### src/rtl/instruction_fetch_unit_pkg.sv
// Shared MIPS pipeline definitions used by the instruction fetch stage:
// widths, reset/NOP encodings and the fetch FSM state type.
package mips_pkg;

  localparam int unsigned INSTR_WIDTH = 32;
  localparam int unsigned ADDR_WIDTH  = 32;

  localparam logic [INSTR_WIDTH-1:0] NOP_INSTR        = 32'd0;
  localparam logic [ADDR_WIDTH-1:0]  RESET_PC_DEFAULT = 32'd0;

  typedef enum logic {
    RUN  = 1'b0,
    HALT = 1'b1
  } fetch_state_e;

  // Force a byte address onto a word boundary.
  function automatic logic [ADDR_WIDTH-1:0] word_align(input logic [ADDR_WIDTH-1:0] addr);
    return addr & ~32'h3;
  endfunction

endpackage

### src/rtl/instruction_fetch_unit_if.sv
// Instruction-memory request bus: the fetch unit drives the byte address and
// the memory returns the instruction word combinationally.
interface instruction_fetch_unit_if;
  import mips_pkg::*;

  logic [ADDR_WIDTH-1:0]  imem_address;
  logic [INSTR_WIDTH-1:0] imem_instruction;

  modport master (output imem_address, input  imem_instruction);
  modport slave  (input  imem_address, output imem_instruction);

endinterface

### src/rtl/instruction_fetch_unit_pc_register.sv
// Program counter register with load enable; the next-PC selection is made
// by the owner and presented on next_pc.
module pc_register
  import mips_pkg::*;
#(
  parameter logic [ADDR_WIDTH-1:0] RESET_PC = RESET_PC_DEFAULT
) (
  input  logic                  clk,
  input  logic                  rst,
  input  logic                  load_en,
  input  logic [ADDR_WIDTH-1:0] next_pc,
  output logic [ADDR_WIDTH-1:0] pc
);

  logic [ADDR_WIDTH-1:0] r_pc;

  // NOTE: sequential state is written with non-blocking assignments so every
  // flop samples pre-edge values regardless of process ordering.
  always_ff @(posedge clk or negedge rst) begin
    if (!rst)         r_pc <= RESET_PC;
    else if (load_en) r_pc <= next_pc;
  end

  assign pc = r_pc;

endmodule

### src/rtl/instruction_fetch_unit.sv
// MIPS IF stage: owns the PC, fetches from the combinational instruction
// memory and registers the IF/ID latch, with freeze, redirect and halt.
module instruction_fetch_unit
  import mips_pkg::*;
#(
  parameter logic [ADDR_WIDTH-1:0]  RESET_PC   = RESET_PC_DEFAULT,
  parameter int unsigned            IMEM_WORDS = 74,
  parameter logic [INSTR_WIDTH-1:0] NOP        = NOP_INSTR
) (
  input  logic                       clk,
  input  logic                       rst,
  input  logic                       freeze,
  input  logic                       branch_taken,
  input  logic [ADDR_WIDTH-1:0]      branch_address,
  instruction_fetch_unit_if.master   imem,
  output logic [INSTR_WIDTH-1:0]     if_id_instruction,
  output logic [ADDR_WIDTH-1:0]      if_id_pc,
  output logic                       if_id_valid,
  output logic                       halted
);

  localparam logic [ADDR_WIDTH-1:0] FETCH_LIMIT = ADDR_WIDTH'(IMEM_WORDS) << 2;

  fetch_state_e r_state;
  fetch_state_e w_state_next;

  logic [ADDR_WIDTH-1:0]  w_pc;
  logic [ADDR_WIDTH-1:0]  w_pc_plus4;
  logic [ADDR_WIDTH-1:0]  w_branch_target;
  logic                   w_pc_in_range;
  logic                   w_target_in_range;

  logic                   w_pc_load;
  logic [ADDR_WIDTH-1:0]  w_pc_next;
  logic                   w_ifid_load;
  logic [INSTR_WIDTH-1:0] w_ifid_instr_next;
  logic [ADDR_WIDTH-1:0]  w_ifid_pc_next;
  logic                   w_ifid_valid_next;

  logic [INSTR_WIDTH-1:0] r_ifid_instr;
  logic [ADDR_WIDTH-1:0]  r_ifid_pc;
  logic                   r_ifid_valid;

  assign w_pc_plus4        = w_pc + 32'd4;
  assign w_branch_target   = word_align(branch_address);
  assign w_pc_in_range     = (w_pc < FETCH_LIMIT);
  assign w_target_in_range = (w_branch_target < FETCH_LIMIT);

  pc_register #(
    .RESET_PC (RESET_PC)
  ) u_pc_register (
    .clk     (clk),
    .rst     (rst),
    .load_en (w_pc_load),
    .next_pc (w_pc_next),
    .pc      (w_pc)
  );

  always_ff @(posedge clk or negedge rst) begin
    if (!rst) r_state <= RUN;
    else      r_state <= w_state_next;
  end

  // NOTE: every signal assigned in an always_comb gets a default first, so
  // no path through the case leaves it unassigned and infers a latch.
  always_comb begin
    w_state_next = r_state;
    case (r_state)
      RUN:  if (!branch_taken && !w_pc_in_range)    w_state_next = HALT;
      HALT: if (branch_taken && w_target_in_range)  w_state_next = RUN;
      default:                                      w_state_next = RUN;
    endcase
  end

  // Out-of-range PC wins over freeze: there is nothing valid to hold for.
  always_comb begin
    w_pc_load         = 1'b0;
    w_pc_next         = w_pc_plus4;
    w_ifid_load       = 1'b0;
    w_ifid_instr_next = NOP;
    w_ifid_pc_next    = '0;
    w_ifid_valid_next = 1'b0;
    case (r_state)
      RUN: begin
        if (branch_taken) begin
          w_pc_load   = 1'b1;
          w_pc_next   = w_branch_target;
          w_ifid_load = 1'b1;
        end else if (!w_pc_in_range) begin
          w_ifid_load = 1'b1;
        end else if (!freeze) begin
          w_pc_load         = 1'b1;
          w_ifid_load       = 1'b1;
          w_ifid_instr_next = imem.imem_instruction;
          w_ifid_pc_next    = w_pc_plus4;
          w_ifid_valid_next = 1'b1;
        end
      end
      HALT: begin
        if (branch_taken) begin
          w_pc_load   = 1'b1;
          w_pc_next   = w_branch_target;
          w_ifid_load = 1'b1;
        end
      end
      default: ;
    endcase
  end

  always_ff @(posedge clk or negedge rst) begin
    if (!rst) begin
      r_ifid_instr <= NOP;
      r_ifid_pc    <= '0;
      r_ifid_valid <= 1'b0;
    end else if (w_ifid_load) begin
      r_ifid_instr <= w_ifid_instr_next;
      r_ifid_pc    <= w_ifid_pc_next;
      r_ifid_valid <= w_ifid_valid_next;
    end
  end

  assign imem.imem_address = word_align(w_pc);
  assign if_id_instruction = r_ifid_instr;
  assign if_id_pc          = r_ifid_pc;
  assign if_id_valid       = r_ifid_valid;
  assign halted            = (r_state == HALT);

endmodule
### src/flat_wrapper.sv
// flat-port wrapper written by rule: the top's interface ports become plain ports
module instruction_fetch_unit_flat import mips_pkg::*;
#(
  parameter logic [ADDR_WIDTH-1:0]  RESET_PC   = RESET_PC_DEFAULT,
  parameter int unsigned            IMEM_WORDS = 74,
  parameter logic [INSTR_WIDTH-1:0] NOP        = NOP_INSTR
)
  (clk, rst, freeze, branch_taken, branch_address, if_id_instruction, if_id_pc, if_id_valid, halted, imem_imem_address, imem_imem_instruction);
  instruction_fetch_unit_if imem_i ();
  input  logic clk;
  input  logic rst;
  input  logic freeze;
  input  logic branch_taken;
  input  logic [ADDR_WIDTH-1:0] branch_address;
  output logic [INSTR_WIDTH-1:0] if_id_instruction;
  output logic [ADDR_WIDTH-1:0] if_id_pc;
  output logic if_id_valid;
  output logic halted;
  output wire logic [$bits(imem_i.imem_address)-1:0] imem_imem_address;
  input wire logic [$bits(imem_i.imem_instruction)-1:0] imem_imem_instruction;
  assign imem_imem_address = imem_i.imem_address;
  assign imem_i.imem_instruction = imem_imem_instruction;
  instruction_fetch_unit #(.RESET_PC(RESET_PC), .IMEM_WORDS(IMEM_WORDS), .NOP(NOP)) u_core (.clk(clk), .rst(rst), .freeze(freeze), .branch_taken(branch_taken), .branch_address(branch_address), .imem(imem_i), .if_id_instruction(if_id_instruction), .if_id_pc(if_id_pc), .if_id_valid(if_id_valid), .halted(halted));
endmodule
### config.mk
export PLATFORM = sky130hd
export DESIGN_NAME = instruction_fetch_unit_flat
export DESIGN_NICKNAME = d
export VERILOG_FILES = /design/src/rtl/instruction_fetch_unit_pkg.sv /design/src/rtl/instruction_fetch_unit_if.sv /design/src/rtl/instruction_fetch_unit_pc_register.sv /design/src/rtl/instruction_fetch_unit.sv /design/src/flat_wrapper.sv
export SDC_FILE = /design/constraint.sdc
export NUM_CORES = 1
export LEC_CHECK = 0
export ABC_CLOCK_PERIOD_IN_PS = 2080
export BUFFER_PORTS_ARGS = -buffer_cell sky130_fd_sc_hd__clkbuf_2
export CAP_MARGIN = 20
export CORE_MARGIN = 4
export CORE_UTILIZATION = 43
export DETAILED_ROUTE_END_ITERATION = 10
export PLACE_DENSITY = 0.76
export RECOVER_POWER = 25
export SYNTH_ARGS = -nofsm -noshare
export SYNTH_HDL_FRONTEND = slang
export SYNTH_SLANG_ARGS = --single-unit
### constraint.sdc
create_clock -name clk -period 2.08 [get_ports clk]
set_clock_uncertainty 0.05 [all_clocks]
set_input_delay 0.312 -clock clk [delete_from_list [all_inputs] [get_ports clk]]
set_output_delay 0.312 -clock clk [all_outputs]
set_load 0.01 [all_outputs]
==> impl_metrics.ini <==
[run_status]
run_status = complete, no violations

[worst_setup_path]
critPathArrivalTime_ns = 2.16
critical_path_peak_fanout = 20
cp_data_required_time_ns = 2.32
critical_path_buf_inv_count = 2
worst_setup_path_start_kind = flop
max_stage_delay_ns = 0.41
timing.critical_path.slowest_stage_cell = dfrtp_1
endpoint_kind = flop
crit_path_frequent_cell = buf_4
worstPathCellList = nor4_1 -> nand2_1 -> o41ai_4 -> buf_4 -> buf_4 -> and2_1
worstSetupPathType = reg2reg
path_delay_family = simple AND/OR/NAND/NOR gates

[cts]
cts_root_buffer = clkbuf_8
cts.sinks = 95
clk_path_buf_depth = 2
clock_latency_reported_for_the_late_side_of_the_worst_skew_pair_ns = 0.35
tritoncts_clock_tree = built
htree_levels = 3
clk_pin_slew_ns = 0.09
number_of_buffers_created_by_cts = 9

[sta]
unrepaired_setup_endpoints_after_global_routing = false
tightestPinTransition_ns = 1.04
tns_ns = 0
hold_viol = 0
timing.final.setup_violations = 0
timing.fmax_mhz = 520
clock_period_minus_worst_slack_ns = 1.92
timing_max_transition_violations_final = 0
relSlewSlack = 0.306
period_share = 0.924

[yosys]
ys.warnings.count = 0
synth-seq-area-share = 0.618
synthDominantAreaCellType = dfrtp_1
yosys.area_share.xor_xnor = 0.0114
synth_area_um2 = 3840
synthSimpleGateAreaFrac = 0.121
number_of_distinct_standard_cells_referenced_by_the_synthesized_netlist = 42
synth.area.mux_share = 0.0700
synth-compound-area-share = 0.145
synth_top_area_share = 0.618
synthesis.instances = 294
synth-adder-area-share = 0.00326
synth.avg_cell_area_um2 = 13.1
synth_top_family_by_area = compound AO/OA/AOI/OAI gates
synth_area_leaders = dfrtp_1, a22o_1, mux2_2
ys.flop_type = dfrtp_1
post_synth_edffs = 0
synth_seq_cells = 95
asyncSetResetFlopFracSynth = 1.00

[grt]
grt_first_pass_wirelength_um = 15000
global_route.usage.total = 0.179
antenna_found_initial = 0
vias_in_the_first_global_route = 3010
grt_use_met3 = 0.0447
gr-total-overflow = 0
maximum_number_of_pins_on_one_net_before_global_route_repair = 51
grt_util_met2 = 0.276
global_route.peak_usage_layer = met2
met1_usage = 0.251

[drt]
initialDrtViolationCount = 139
drc = 0
via_per_inst = 5.23
drt.antenna.violating_nets = 0
vias = 3031
wl_per_cell_um = 16.6
drt_first_pass_iters = 4
routed_wire_length_um = 9580

[place]
place.port_buffers = 161
gp_routability_congestion = 0.912
placed_cells_incl_taps = 560
place_hpwl_um = 7000

[finish]
layout_commonest_cell = clkbuf_2
final_layout_size_suffix_gt1_frac = 0.473
final_net_count = 535
layoutNonFillerInstCount = 579
layout.cells.most_common_list = clkbuf_2, dfrtp_1, a22o_1
insertedDiodeCount = 0
area_delta_synth_final_pct = 32.9

[floorplanning]
initial_utilization = 0.441
design.portCount = 166
fp.dieH_um = 103
core_area_um2 = 8720
floorplan.die_area_um2 = 10500
width_of_the_chip_um = 103
placementRows = 34

[power]
vdd_drop_max_uv = 391
p_leak_nw = 2.63
power_per_cell_area_nw_per_um2 = 710

[min_path]
min-delay-path-class = in2reg

[flow_run]
maxCapViolCount = 0
## sequential cells by signal, indices dropped and copies added, names as in the netlist
register                  cells
u_core.halted                 1
u_core.if_id_pc              31
u_core.if_id_instruction     32
u_core.if_id_valid            1
u_core.u_pc_register.pc      30
## cell type report
cell class / instances / area (um2)
inverter: 1 / 3.75
timing repair buffer: 183 / 1020
clock inverter: 6 / 68.8
multi-input combinational: 176 / 1380
tap: 108 / 135
sequential: 95 / 2380
clock buffer: 10 / 128
fill: 752 / 3610
## power by group
part           total, mW  internal, mW  switching, mW
Sequential          1.96          1.90         0.0545
Combinational      0.468         0.218          0.250
Clock               1.20         0.560          0.641
Total               3.63          2.68          0.946
## cells by family after synthesis
| group | Yosys count |
|---|---|
| other cells | 1 |
| mux | 24 |
| simple gates | 77 |
| buf+inv | 24 |
| xor+xnor | 5 |
| flops | 95 |
| fa+ha+maj | 1 |
| compound gates | 67 |
## through the flow
| step | setup slack (ns) | cell area, um2 | power, mW | utilization | hold slack [ns] |
|---|---|---|---|---|---|
| floorplan | 0.0514 | 3850 | 2.20 | - | -0.0336 |
| global placement | 0.0745 | 4860 | 2.44 | 0.558 | 0.248 |
| detailed placement | 0.0283 | 4860 | 2.46 | 0.558 | 0.252 |
| CTS | 0.00537 | 5070 | 3.66 | 0.581 | 0.100 |
| global route | 0.0363 | 5110 | 3.80 | 0.586 | 0.107 |
| finish | 0.158 | 5110 | 3.63 | 0.586 | 0.120 |
## final timing paths
check                           slack [ns]  depth (start not counted)                         from                      endpoint
worst max-delay path                  0.16                          6  u_core.u_pc_register.pc[12]           u_core.if_id_pc[31]
min in group asynchronous             0.59                          2                          rst            u_core.if_id_pc[5]
worst min register to register        0.43                          1           u_core.if_id_valid            u_core.if_id_valid
worst min-delay path                  0.12                          2    imem_imem_instruction[13]  u_core.if_id_instruction[13]
max in group asynchronous             0.41                          3                          rst   u_core.u_pc_register.pc[19]
worst max register to register        0.16                          6  u_core.u_pc_register.pc[12]           u_core.if_id_pc[31]
## per-layer routing
metal | vias to the layer above | share of wire
li1 | 1431 | -
met1 | 1450 | 0.43
met2 | 135 | 0.47
met3 | 15 | 0.088
met4 | 0 | 0.014
met5 | - | 0
## timing repair
action	CTS	global route
endpoints found under the setup margin	0	64
resized for setup	0	3
setup buffers	0	1
hold endpoints to repair	34	0
hold buffers	1	0
## Yosys cell counts (all sizes together) (4+ instances only)
cell type and number:
dfrtp 95, a22o 42, and2 25, mux2 23, buf 14, nor4 13, clkbuf 9, nand3 7
a21oi 6, nand4 6, o31ai 5, nand2 4, nand2b 4, nor2b 4, xnor2 4
Note: power is estimated with default switching activity, not from simulation.
